File: src/rtl/hd_stream_sink.sv
// Stream consumer: drives ready under a selectable backpressure policy, checks accepted
// words against an incrementing sequence, flags sender protocol violations, keeps counters.
module hd_stream_sink #(
  parameter int unsigned DATA_WIDTH  = 16,
  parameter int unsigned CNT_WIDTH   = 16,
  parameter logic [15:0] LFSR_SEED   = 16'hACE1,
  parameter bit          STOP_ON_ERR = 1'b1
) (
  input  logic                  clk,
  input  logic                  rst,
  input  logic                  enable,
  input  logic [1:0]            mode,
  input  logic [7:0]            pattern,
  input  logic [DATA_WIDTH-1:0] expect_init,
  input  logic                  valid,
  input  logic [DATA_WIDTH-1:0] data_src,
  output logic                  ready_output,
  output logic [CNT_WIDTH-1:0]  beat_count,
  output logic [CNT_WIDTH-1:0]  stall_count,
  output logic [CNT_WIDTH-1:0]  error_count,
  output logic [DATA_WIDTH-1:0] last_data,
  output logic                  mismatch,
  output logic                  protocol_err,
  output logic [1:0]            state
);

  typedef enum logic [1:0] {
    StIdle = 2'd0,
    StRun  = 2'd1,
    StFail = 2'd2
  } state_e;

  state_e                state_q;
  logic                  ready_q;
  logic [CNT_WIDTH-1:0]  beat_q;
  logic [CNT_WIDTH-1:0]  stall_q;
  logic [CNT_WIDTH-1:0]  err_q;
  logic [DATA_WIDTH-1:0] last_q;
  logic                  mismatch_q;
  logic                  perr_q;
  logic [DATA_WIDTH-1:0] expected_q;
  logic [2:0]            idx_q;
  logic [15:0]           lfsr_q;
  logic                  stalled_q;
  logic [DATA_WIDTH-1:0] stall_data_q;

  logic        xfer;
  logic        stall_edge;
  logic        data_ok;
  logic        policy_ready;
  logic [15:0] lfsr_next;

  function automatic logic [CNT_WIDTH-1:0] sat_inc(input logic [CNT_WIDTH-1:0] v);
    return (v == '1) ? v : v + CNT_WIDTH'(1);
  endfunction

  assign xfer       = valid & ready_q;
  assign stall_edge = valid & ~ready_q;
  assign data_ok    = (data_src == expected_q);
  // Fibonacci form, taps 16,14,13,11, shifting toward bit 0.
  assign lfsr_next  = {lfsr_q[0] ^ lfsr_q[2] ^ lfsr_q[3] ^ lfsr_q[5], lfsr_q[15:1]};

  always_comb begin
    policy_ready = 1'b0;
    unique case (mode)
      2'd0: policy_ready = 1'b1;
      2'd1: policy_ready = 1'b0;
      2'd2: policy_ready = pattern[idx_q];
      2'd3: policy_ready = lfsr_q[0];
    endcase
  end

  always_ff @(posedge clk) begin
    if (rst) begin
      state_q      <= StIdle;
      ready_q      <= 1'b0;
      beat_q       <= '0;
      stall_q      <= '0;
      err_q        <= '0;
      last_q       <= '0;
      mismatch_q   <= 1'b0;
      perr_q       <= 1'b0;
      expected_q   <= '0;
      idx_q        <= '0;
      lfsr_q       <= LFSR_SEED;
      stalled_q    <= 1'b0;
      stall_data_q <= '0;
    end else begin
      mismatch_q <= 1'b0;
      unique case (state_q)
        StIdle: begin
          ready_q   <= 1'b0;
          stalled_q <= 1'b0;
          if (enable) begin
            state_q    <= StRun;
            expected_q <= expect_init;
            idx_q      <= '0;
            lfsr_q     <= LFSR_SEED;
          end
        end
        StRun: begin
          idx_q        <= idx_q + 3'd1;
          lfsr_q       <= lfsr_next;
          stalled_q    <= stall_edge;
          stall_data_q <= data_src;
          if (stall_edge) stall_q <= sat_inc(stall_q);
          // A stalled word must be held, with valid, until it is accepted.
          if (stalled_q && (!valid || (data_src != stall_data_q))) perr_q <= 1'b1;
          if (xfer) begin
            beat_q <= sat_inc(beat_q);
            last_q <= data_src;
            if (data_ok) begin
              expected_q <= expected_q + DATA_WIDTH'(1);
            end else begin
              err_q      <= sat_inc(err_q);
              mismatch_q <= 1'b1;
              expected_q <= data_src + DATA_WIDTH'(1);
            end
          end
          if (xfer && !data_ok && STOP_ON_ERR) begin
            state_q <= StFail;
            ready_q <= 1'b0;
          end else if (!enable) begin
            state_q <= StIdle;
            ready_q <= 1'b0;
          end else begin
            ready_q <= policy_ready;
          end
        end
        default: begin
          ready_q   <= 1'b0;
          stalled_q <= 1'b0;
        end
      endcase
    end
  end

  assign ready_output = ready_q;
  assign beat_count   = beat_q;
  assign stall_count  = stall_q;
  assign error_count  = err_q;
  assign last_data    = last_q;
  assign mismatch     = mismatch_q;
  assign protocol_err = perr_q;
  assign state        = state_q;

endmodule

File: config.mk
export PLATFORM = sky130hd
export DESIGN_NAME = hd_stream_sink
export DESIGN_NICKNAME = d
export VERILOG_FILES = /design/src/rtl/hd_stream_sink.sv
export SDC_FILE = /design/constraint.sdc
export NUM_CORES = 1
export LEC_CHECK = 0
export BUFFER_PORTS_ARGS = -buffer_cell sky130_fd_sc_hd__buf_2
export CORE_MARGIN = 2
export CORE_UTILIZATION = 50
export DETAILED_ROUTE_END_ITERATION = 8
export PLACE_DENSITY = 0.73
export SYNTH_ARGS = -nofsm -noshare
export SYNTH_HDL_FRONTEND = slang
export SYNTH_SLANG_ARGS = --single-unit
File: constraint.sdc
create_clock -name clk -period 2.4 [get_ports clk]
set_clock_uncertainty 0.1 [all_clocks]
set_input_delay 0.12 -clock clk [delete_from_list [all_inputs] [get_ports clk]]
set_output_delay 0.12 -clock clk [all_outputs]
set_load 0.1 [all_outputs]
# Word-level counts from Yosys, hierarchy flattened
# Index checks and enable logic that the tools add are counted.
[totals]
reg_bits = 121
input_bits = 46
output_inout_bits = 69
[op_classes]
n_addsub = 6
magnitude_cmp = 1
eq_ne = 12
n_mux = 16
bitwise = 13
reduce_logical = 19
[ops]
columns = ["cell", "n"]
rows = [
  ["$add A16 B1 Y16 const B", 5],
  ["$mux W16", 4],
  ["$pmux W16 S2", 2],
  ["$eq A16 B16 Y1 const B", 3],
  ["$eq A16 B16 Y1", 1],
  ["$ne A16 B16 Y1", 1],
  ["$reduce_and A3 Y1", 4],
  ["$not A1 Y1", 8],
  ["$mux W2", 3],
  ["$pmux W3 S2", 1],
  ["$reduce_and A2 Y1", 3],
  ["$eq A2 B1 Y1 const B", 2],
  ["$eq A2 B2 Y1 const B", 2],
  ["$logic_not A2 Y1", 2],
  ["$lt A3 B4 Y1 const B", 1],
  ["$ne A2 B2 Y1 const B", 2],
  ["$pmux W1 S4", 1],
  ["$pmux W2 S2", 1],
  ["$reduce_and A4 Y1", 1],
  ["$reduce_or A4 Y1", 1],
  ["$add A3 B1 Y3 const B", 1],
  ["$bmux W1 S3", 1],
  ["$mux W3", 1],
  ["$ne A3 B3 Y1 const B", 1],
  ["9 further kinds", 15],
]

# Depth between registers and ports, before layout
# Gate-level depths: netlist of run 1.
[depth]
word_depth = 5
ltp_mapped = 8
ltp_nobuf = 6

# Least setup slack after synthesis of run 1
# No wires, ideal clock.
[synth_path]
path_type = "reg2reg"
start = "register state_q[0], in the netlist state[0]"
end = "register err_q[3], in the netlist error_count[3]"
setup_ns = 0.121
arrival_ns = 2.417
t_required_ns = 2.179
setup_slack_ns = -0.238
path_stages_with_launch = 8
n_path_buf = 3
synth_period_minus_slack_ns = 2.638
path_cell_list = "dfxtp_1 buf_2 and4b_1 buf_2 buf_4 nand2_2 nor4b_1 mux2_2"
[synth_via]
elab_chain_len = 2
[synth_lines]
columns = ["element", "line", "source"]
rows = [
  ["from (decl)", "33", "state_e state_q;"],
  ["from (signal assigned)", "75", "state_q <= StIdle;"],
  ["from (signal assigned)", "95", "state_q <= StRun;"],
  ["from (signal assigned)", "121", "state_q <= StFail;"],
  ["$eq A2 B1 Y1", "90", "unique case (state_q)"],
  ["$reduce_and A4 Y1 (no source line)", "--", ""],
  ["to (signal assigned)", "115", "err_q <= sat_inc(err_q);"],
  ["to (decl)", "37", "logic [CNT_WIDTH-1:0] err_q;"],
]
# Every way passes these cells.
# A chain may end at the register's enable or synchronous reset.

# Worst setup path in the final report of run 1
[layout_path]
start = "input port data_src[9]"
end = "register err_q[0], in the netlist error_count[0]"
[layout_via]
elab_chain_len = 3
[layout_lines]
columns = ["element", "line", "source"]
rows = [
  ["from (decl)", "16", "input logic [DATA_WIDTH-1:0] data_src,"],
  ["$eq A16 B16 Y1", "59", "assign data_ok = (data_src == expected_q);"],
  ["$not A1 Y1 (no source line)", "--", ""],
  ["$reduce_and A4 Y1 (no source line)", "--", ""],
]
# Every way passes these cells.

==> key figures, run 1 <==
Floorplanning
  • DIE AREA: 12700 um^2
  • Core Rows: 39
  • I/O pins: 115
  • Die height: 113 um
  • Core region area: 11500 um^2
  • Die X: 113 um
  • Initial Utilization: 51.6%

Min path
  • Cell depth of the worst min-delay path: 4
  • Hold Path Class: in2reg
  • Worst hold start: expect_init[8]
  • Hold EP: expected_q[8]

STA
  • Final setup violating endpoints: 0
  • Fin crit period: 2060 ps
  • Fmax: 0.484 GHz
  • Slew margin rel.: 54.4%
  • RSZ-0062 raised after global routing: false
  • Fin crit share: 86.0%
  • Final Slew Violations: 0
  • Setup slack after layout: 336 ps
  • Slew @ Worst Pin: 679 ps
  • Hold slack: 12.3 ps
  • Setup TNS: 0 ps
  • Final-report hold violation count: 0

Yosys
  • Yosys top cell by area: dfxtp_1
  • Top cells by count, synth: dfxtp_1 (121), nand2_1 (99), nor2_1 (81)
  • Top post-synthesis cells by area: dfxtp_1 (41%), nand2_1 (6.3%), xnor2_1 (6.2%)
  • Flops & latches, synth: 121
  • Ys flop type: dfxtp_1
  • Area share of the largest cell type after synthesis: 40.9%
  • Post-synth EDFFs: 0
  • Post-Synthesis Cell Area: 5920 um^2
  • Most frequent cell after synthesis: dfxtp_1
  • Mapped Nets: 770
  • Mapped Avg Cell Area: 8.23 um^2
  • FFs w/ async S/R, synth: 0%
  • Mapped Cells: 719
  • Sequential-to-total area share from yosys stat: 40.9%
  • Library cells used by synthesis: 55
  • Ys Warns: 0

Clock tree
  • Clock sinks: 121
  • CTS root buffer: clkbuf_16
  • Worst skew pair latency: 410 ps
  • H-tree depth reported by CTS: 4
  • # resized after CTS: 0
  • CTS tree: built
  • CTS Buf Count: 17
  • Worst-case clock buffer depth: 2
  • Clk pin slew, worst setup/hold paths: 50 ps

Cells and area
  • Antenna diodes: 0
  • Synth-to-Final Area Change: 25.9%
  • # fillers: 995
  • Share of cells above drive strength 1: 25.4%
  • Layout Nets: 887
  • Area taken by multi-input logic gates: 3200 um^2
  • Register area: 2460 um^2

Setup path
  • CP max FO: 27
  • Worst Setup Start Kind: input pin
  • Crit end category: flop
  • R2r setup slk: 360 ps
  • Worst reg2reg endpoint: error_count[12]
  • Critical Path RT: 2600 ps
  • RR Startpoint: state[1]
  • Crit path kind: in2reg
  • WP data arrival: 2260 ps
  • Reg2Reg Depth: 4

Power and ir drop
  • Maximum VDD drop: 0.503 mV
  • Pleak: 2.92 nW
  • Pwr dens: 707 nW/um^2

Routing
  • DR vias: 5506
  • 1st-pass router iterations: 5
  • Total Wirelength: 15.0 mm
  • # DRC: 0
  • Vias/cell: 5.56
  • Wire length per cell: 15.1 um
  • Routed Antenna Nets: 0
  • DR iter-0 viols: 431

Placement
  • IO buf count: 114
  • Dpl hpwl: 10.3 mm
  • Routability congestion estimate: 0.850
  • Place WS: 369 ps

Global routing
  • First-pass GRT wire length: 24.7 mm
  • Aggregate global routing overflow: 0
  • Number of global-route vias before repair: 5336
  • Initial antenna violation count: 0
  • GRT Util Overall: 23.6%
  • Largest net degree at the start of global routing: 58

Outcome
  • Status: complete, no violations

Flow run
  • Number of max-cap violations: 0
## cells in the final DEF, fill, tap and decap left out, types with 17 or more instances in the layout
master,instances
buf_2,113
nand2_1,99
dfxtp_1,90
nor2_1,81
a21oi_1,67
xnor2_1,42
dfxtp_2,31
xor2_1,30
dlygate4sd3_1,22
nand4_1,21
nand3_1,19
buf_4,19
nor3_1,17
clkbuf_16,17
## power by group
part	internal, W	switching (W)
combinational	0.000175	0.000250
clock	0.00187	0.000880
sequential	0.00206	0.0000367
total	0.00410	0.00117
## worst max-delay path by stage
stage | slack (ps) | end | startpoint | depth (start not counted)
after floorplan | 6 | beat_count[11] | beat_count[11] | 5
after global placement | 410 | error_count[12] | state[1] | 4
after detailed placement | 370 | error_count[12] | state[1] | 4
after CTS | 360 | error_count[0] | data_src[9] | 8
after global routing | 220 | expected_q[9] | state[1] | 7
final | 340 | error_count[0] | data_src[9] | 8
## cell type report
class,count,share of cell area (%)
multi-input combinational,531,43.0
sequential,121,33.0
timing repair buffer,154,12.5
clock buffer,24,6.73
tap,143,2.40
clock inverter,7,1.85
inverter,11,0.554
## through the flow
step / total power, W / util, % / area [um^2] / cells
finish: 0.00527 / 65.0 / 7450 / 991
CTS: 0.00530 / 65.0 / 7450 / 991
detailed placement: 0.00253 / 57.5 / 6590 / 938
floorplan: 0.00242 / - / 5960 / 719
global placement: 0.00251 / 57.5 / 6590 / 938
global route: 0.00545 / 65.0 / 7450 / 991
## state kept, by name, summed over array words and instances, names as in the netlist
signal / flops
beat_count: 16
error_count: 16
expected_q: 16
idx_q: 3
last_data: 16
lfsr_q: 16
mismatch: 1
protocol_err: 1
ready_output: 1
stall_count: 16
stall_data_q: 16
stalled_q: 1
state: 2
## per-layer routing
metal  GRT usage [%]  share of wire (%)  vias to the layer above
met5               0                  0                        -
met3            5.52                5.9                       23
met2            40.3                 49                      172
met4            9.84                1.7                        0
li1                -                  -                     2710
met1            28.7                 43                     2601
## critical path: stages
cell and delay [ps]:
dlygate4sd3_1 530, buf_2 190, xnor2_1 200, nand4_1 190, nor4_4 310, buf_4 310, nor2_2 100, mux2_4 300
## timing repair
item,CTS,global route
hold buffers,22,0
buffers inserted,0,0
endpoints found under the hold margin,40,0
## logic make-up (layout without fill, tap and decap cells)
| kind of cell | Yosys count | in the layout | share of synthesized area (%) |
|---|---|---|---|
| DFF | 121 | 121 | 40.9 |
| muxes | 12 | 12 | 2.75 |
| adders and majority gates | 5 | 5 | 1.06 |
| xor gates and xnor gates | 73 | 73 | 10.9 |
| and+or+nand+nor | 313 | 313 | 26.5 |
| buffers and inverters | 67 | 196 | 5.18 |
| AOI/OAI and AO/OA | 128 | 128 | 12.6 |
Note: power is estimated with default switching activity, not from simulation.
==> inputs of run 2 (changes only) <==
--- a/config.mk
+++ b/config.mk
@@ -5,10 +5,12 @@
 export SDC_FILE = /design/constraint.sdc
 export NUM_CORES = 1
 export LEC_CHECK = 0
+export ABC_AREA = 1
 export BUFFER_PORTS_ARGS = -buffer_cell sky130_fd_sc_hd__buf_2
 export CORE_MARGIN = 2
 export CORE_UTILIZATION = 50
 export DETAILED_ROUTE_END_ITERATION = 8
+export MAX_ROUTING_LAYER = met4
 export PLACE_DENSITY = 0.73
 export SYNTH_ARGS = -nofsm -noshare
 export SYNTH_HDL_FRONTEND = slang
==> constraint.sdc (replaced) <==
create_clock -name clk -period 2.1 [get_ports clk]
set_clock_uncertainty 0.1 [all_clocks]
set_input_delay 0.105 -clock clk [delete_from_list [all_inputs] [get_ports clk]]
set_output_delay 0.105 -clock clk [all_outputs]
set_load 0.1 [all_outputs]
==> run 2 against run 1 <==
- total power increased by 13%
- global-route usage rose by 2.8 points
- sequential share of layout area shrank 2.5 points
- critical endpoint is now ready_output
- largest cell class unchanged
==> key figures, run 2 <==
Outcome
  • Status: complete, no violations

Floorplanning
  • Core Rows: 41
  • I/O pins: 115
  • Core region area: 12500 um^2
  • Die X: 117 um
  • Die height: 117 um
  • DIE AREA: 13700 um^2
  • Initial Utilization: 50.9%

Placement
  • Dpl hpwl: 11.7 mm
  • IO buf count: 114
  • Routability congestion estimate: 0.909

Yosys
  • Area share of the largest cell type after synthesis: 38.0%
  • Ys flop type: dfxtp_1
  • Top cells by count, synth: nand2_1 (216), dfxtp_1 (121), nor2_1 (108)
  • Most frequent cell after synthesis: nand2_1
  • Post-synth EDFFs: 0
  • Flops & latches, synth: 121
  • Sequential-to-total area share from yosys stat: 38.0%
  • FFs w/ async S/R, synth: 0%
  • Mapped Cells: 921
  • Ys Warns: 0
  • Post-Synthesis Cell Area: 6370 um^2
  • Top post-synthesis cells by area: dfxtp_1 (38%), nand2_1 (13%), nor2_1 (6.4%)
  • Library cells used by synthesis: 41
  • Yosys top cell by area: dfxtp_1
  • Mapped Nets: 972
  • Mapped Avg Cell Area: 6.92 um^2

STA
  • Final Slew Violations: 0
  • Fin crit period: 1970 ps
  • Final-report hold violation count: 0
  • Slew margin rel.: 65.8%
  • Hold slack: 17.3 ps
  • RSZ-0062 raised after global routing: true
  • Slew @ Worst Pin: 517 ps
  • Fmax: 0.507 GHz
  • Fin crit share: 93.9%
  • Final setup violating endpoints: 0
  • Setup TNS: 0 ps

Routing
  • # DRC: 0
  • DR iter-0 viols: 715
  • Routed Antenna Nets: 0
  • Vias/cell: 5.18
  • 1st-pass router iterations: 5
  • DR vias: 6480
  • Total Wirelength: 17.0 mm
  • Wire length per cell: 13.6 um

Cells and area
  • Area taken by multi-input logic gates: 3380 um^2
  • Commonest non-fill, non-tap cells in the layout: nand2_1 (216), buf_2 (111), nor2_1 (107), inv_1 (91), dfxtp_1 (84)
  • # fillers: 1169
  • Register area: 2480 um^2
  • Antenna diodes: 0
  • Commonest non-fill, non-tap cell in the layout: nand2_1
  • Share of cells above drive strength 1: 22.3%
  • Synth-to-Final Area Change: 27.4%
  • Layout Nets: 1119

Global routing
  • Aggregate global routing overflow: 0
  • First-pass GRT wire length: 27.7 mm
  • Largest net degree at the start of global routing: 43
  • Initial antenna violation count: 0
  • Number of global-route vias before repair: 5877
  • GRT Util Overall: 26.4%

Power and ir drop
  • Seq pwr share: 41.0%
  • Pleak: 3.46 nW
  • Internal: 0.00447 W
  • Pwr dens: 733 nW/um^2
  • Switching power: 0.00148 W
  • Clock power share: 47.8%
  • Maximum VDD drop: 0.492 mV
  • Logic gate share of total power: 11.2%
  • Net Sw Frac: 24.8%

Clock tree
  • CTS tree: built
  • H-tree depth reported by CTS: 4
  • Clk pin slew, worst setup/hold paths: 50 ps
  • CTS root buffer: clkbuf_16
  • CTS Buf Count: 17
  • Clock sinks: 121
  • Worst-case clock buffer depth: 2
  • Worst skew pair latency: 410 ps

Setup path
  • CP max FO: 6
  • Crit end category: flop
  • Reg2Reg Depth: 7
  • RR Startpoint: idx_q[1]
  • Critical Path Start: idx_q[1]
  • WP data arrival: 2220 ps
  • Critical Path RT: 2350 ps
  • Worst Setup Start Kind: flop
  • Crit path kind: reg2reg

Min path
  • Cell depth of the worst min-delay path: 5
  • Hold Path Class: in2reg
  • Worst hold start: expect_init[12]

Flow run
  • Number of max-cap violations: 0
-- run 2: cell count changes after synthesis, moves of 10 or more --
cell and change:
xnor2_1 -32, nand4_1 -13, inv_1 +81, nand2_1 +117, or3_1 -10, o21ai_0 +23, buf_2 -12, inv_2 +10
nand2b_1 -13, xor2_1 +11, nand3_1 +36, a211oi_1 +18, nor2_1 +27
-- run 2: final timing paths --
check / slack (ps) / end
worst min register to register: 350 / protocol_err
worst max-delay path: 130 / ready_output
worst min-delay path: 20 / expected_q[12]
worst max register to register: 130 / ready_output
-- run 2: cell families (layout without fill, tap and decap cells) --
| family | after synthesis | count (layout) | synth area share [%] |
|---|---|---|---|
| buffers and inverters | 144 | 301 | 9.33 |
| AND/OR/NAND/NOR | 438 | 438 | 29.5 |
| flip-flops | 121 | 121 | 38.0 |
| XOR/XNOR | 51 | 51 | 7.01 |
| adder cells (fa/ha/maj) | 5 | 5 | 0.982 |
| AO/OA/AOI/OAI | 162 | 162 | 15.2 |
-- run 2: cell type report --
type,instances,share of cell area (%)
Multi-Input combinational cell,656,41.7
Sequential cell,121,30.6
Timing Repair Buffer,168,13.1
Clock buffer,22,5.98
Inverter,104,4.84
Tap cell,172,2.65
Clock inverter,7,1.14
-- run 2: metrics by stage --
step,worst slack [ps],util (%),power (W),instances,cell area (um^2)
6_report,129,64.8,0.00595,1250,8110
5_1_grt,-4.60,64.8,0.00619,1250,8110
4_1_cts,35.7,64.2,0.00598,1245,8030
3_5_place_dp,153,57.1,0.00309,1186,7150
3_3_place_gp,242,57.1,0.00309,1186,7150
2_1_floorplan,14.4,-,0.00291,921,6420
-- run 2: per-layer routing --
layer / GRT usage (%) / routed length, um / vias to the layer above
met4: 9.96 / 371 / 0
met2: 39.9 / 7690 / 215
li1: - / - / 3296
met1: 34.9 / 7860 / 2933
met3: 5.66 / 1070 / 36
met5: - / 0 / -
-- run 2: repair_timing --
item,in CTS,in global routing
buffers inserted,0,5
setup endpoints to repair,0,7
hold endpoints to repair,47,0
resized for setup,0,13
hold buffers,30,0
-- run 2: power groups by stage --
| stage | logic (W) | registers [W] | clock network [W] |
|---|---|---|---|
| 2_1_floorplan | 0.000379 | 0.00253 | 0 |
| 3_3_place_gp | 0.000603 | 0.00248 | 0 |
| 3_5_place_dp | 0.000608 | 0.00249 | 0 |
| 4_1_cts | 0.000654 | 0.00244 | 0.00289 |
| 5_1_grt | 0.000742 | 0.00245 | 0.00300 |
| 6_report | 0.000665 | 0.00244 | 0.00284 |
-- run 2: worst max-delay path, stage by stage, from the launching register on --
cell           delay, ps
dfxtp_1              440
o21ai_0              110
o21ai_0              310
a21oi_1              110
o211ai_1              90
nand2_1               90
nor2_1               100
dlygate4sd3_1        550
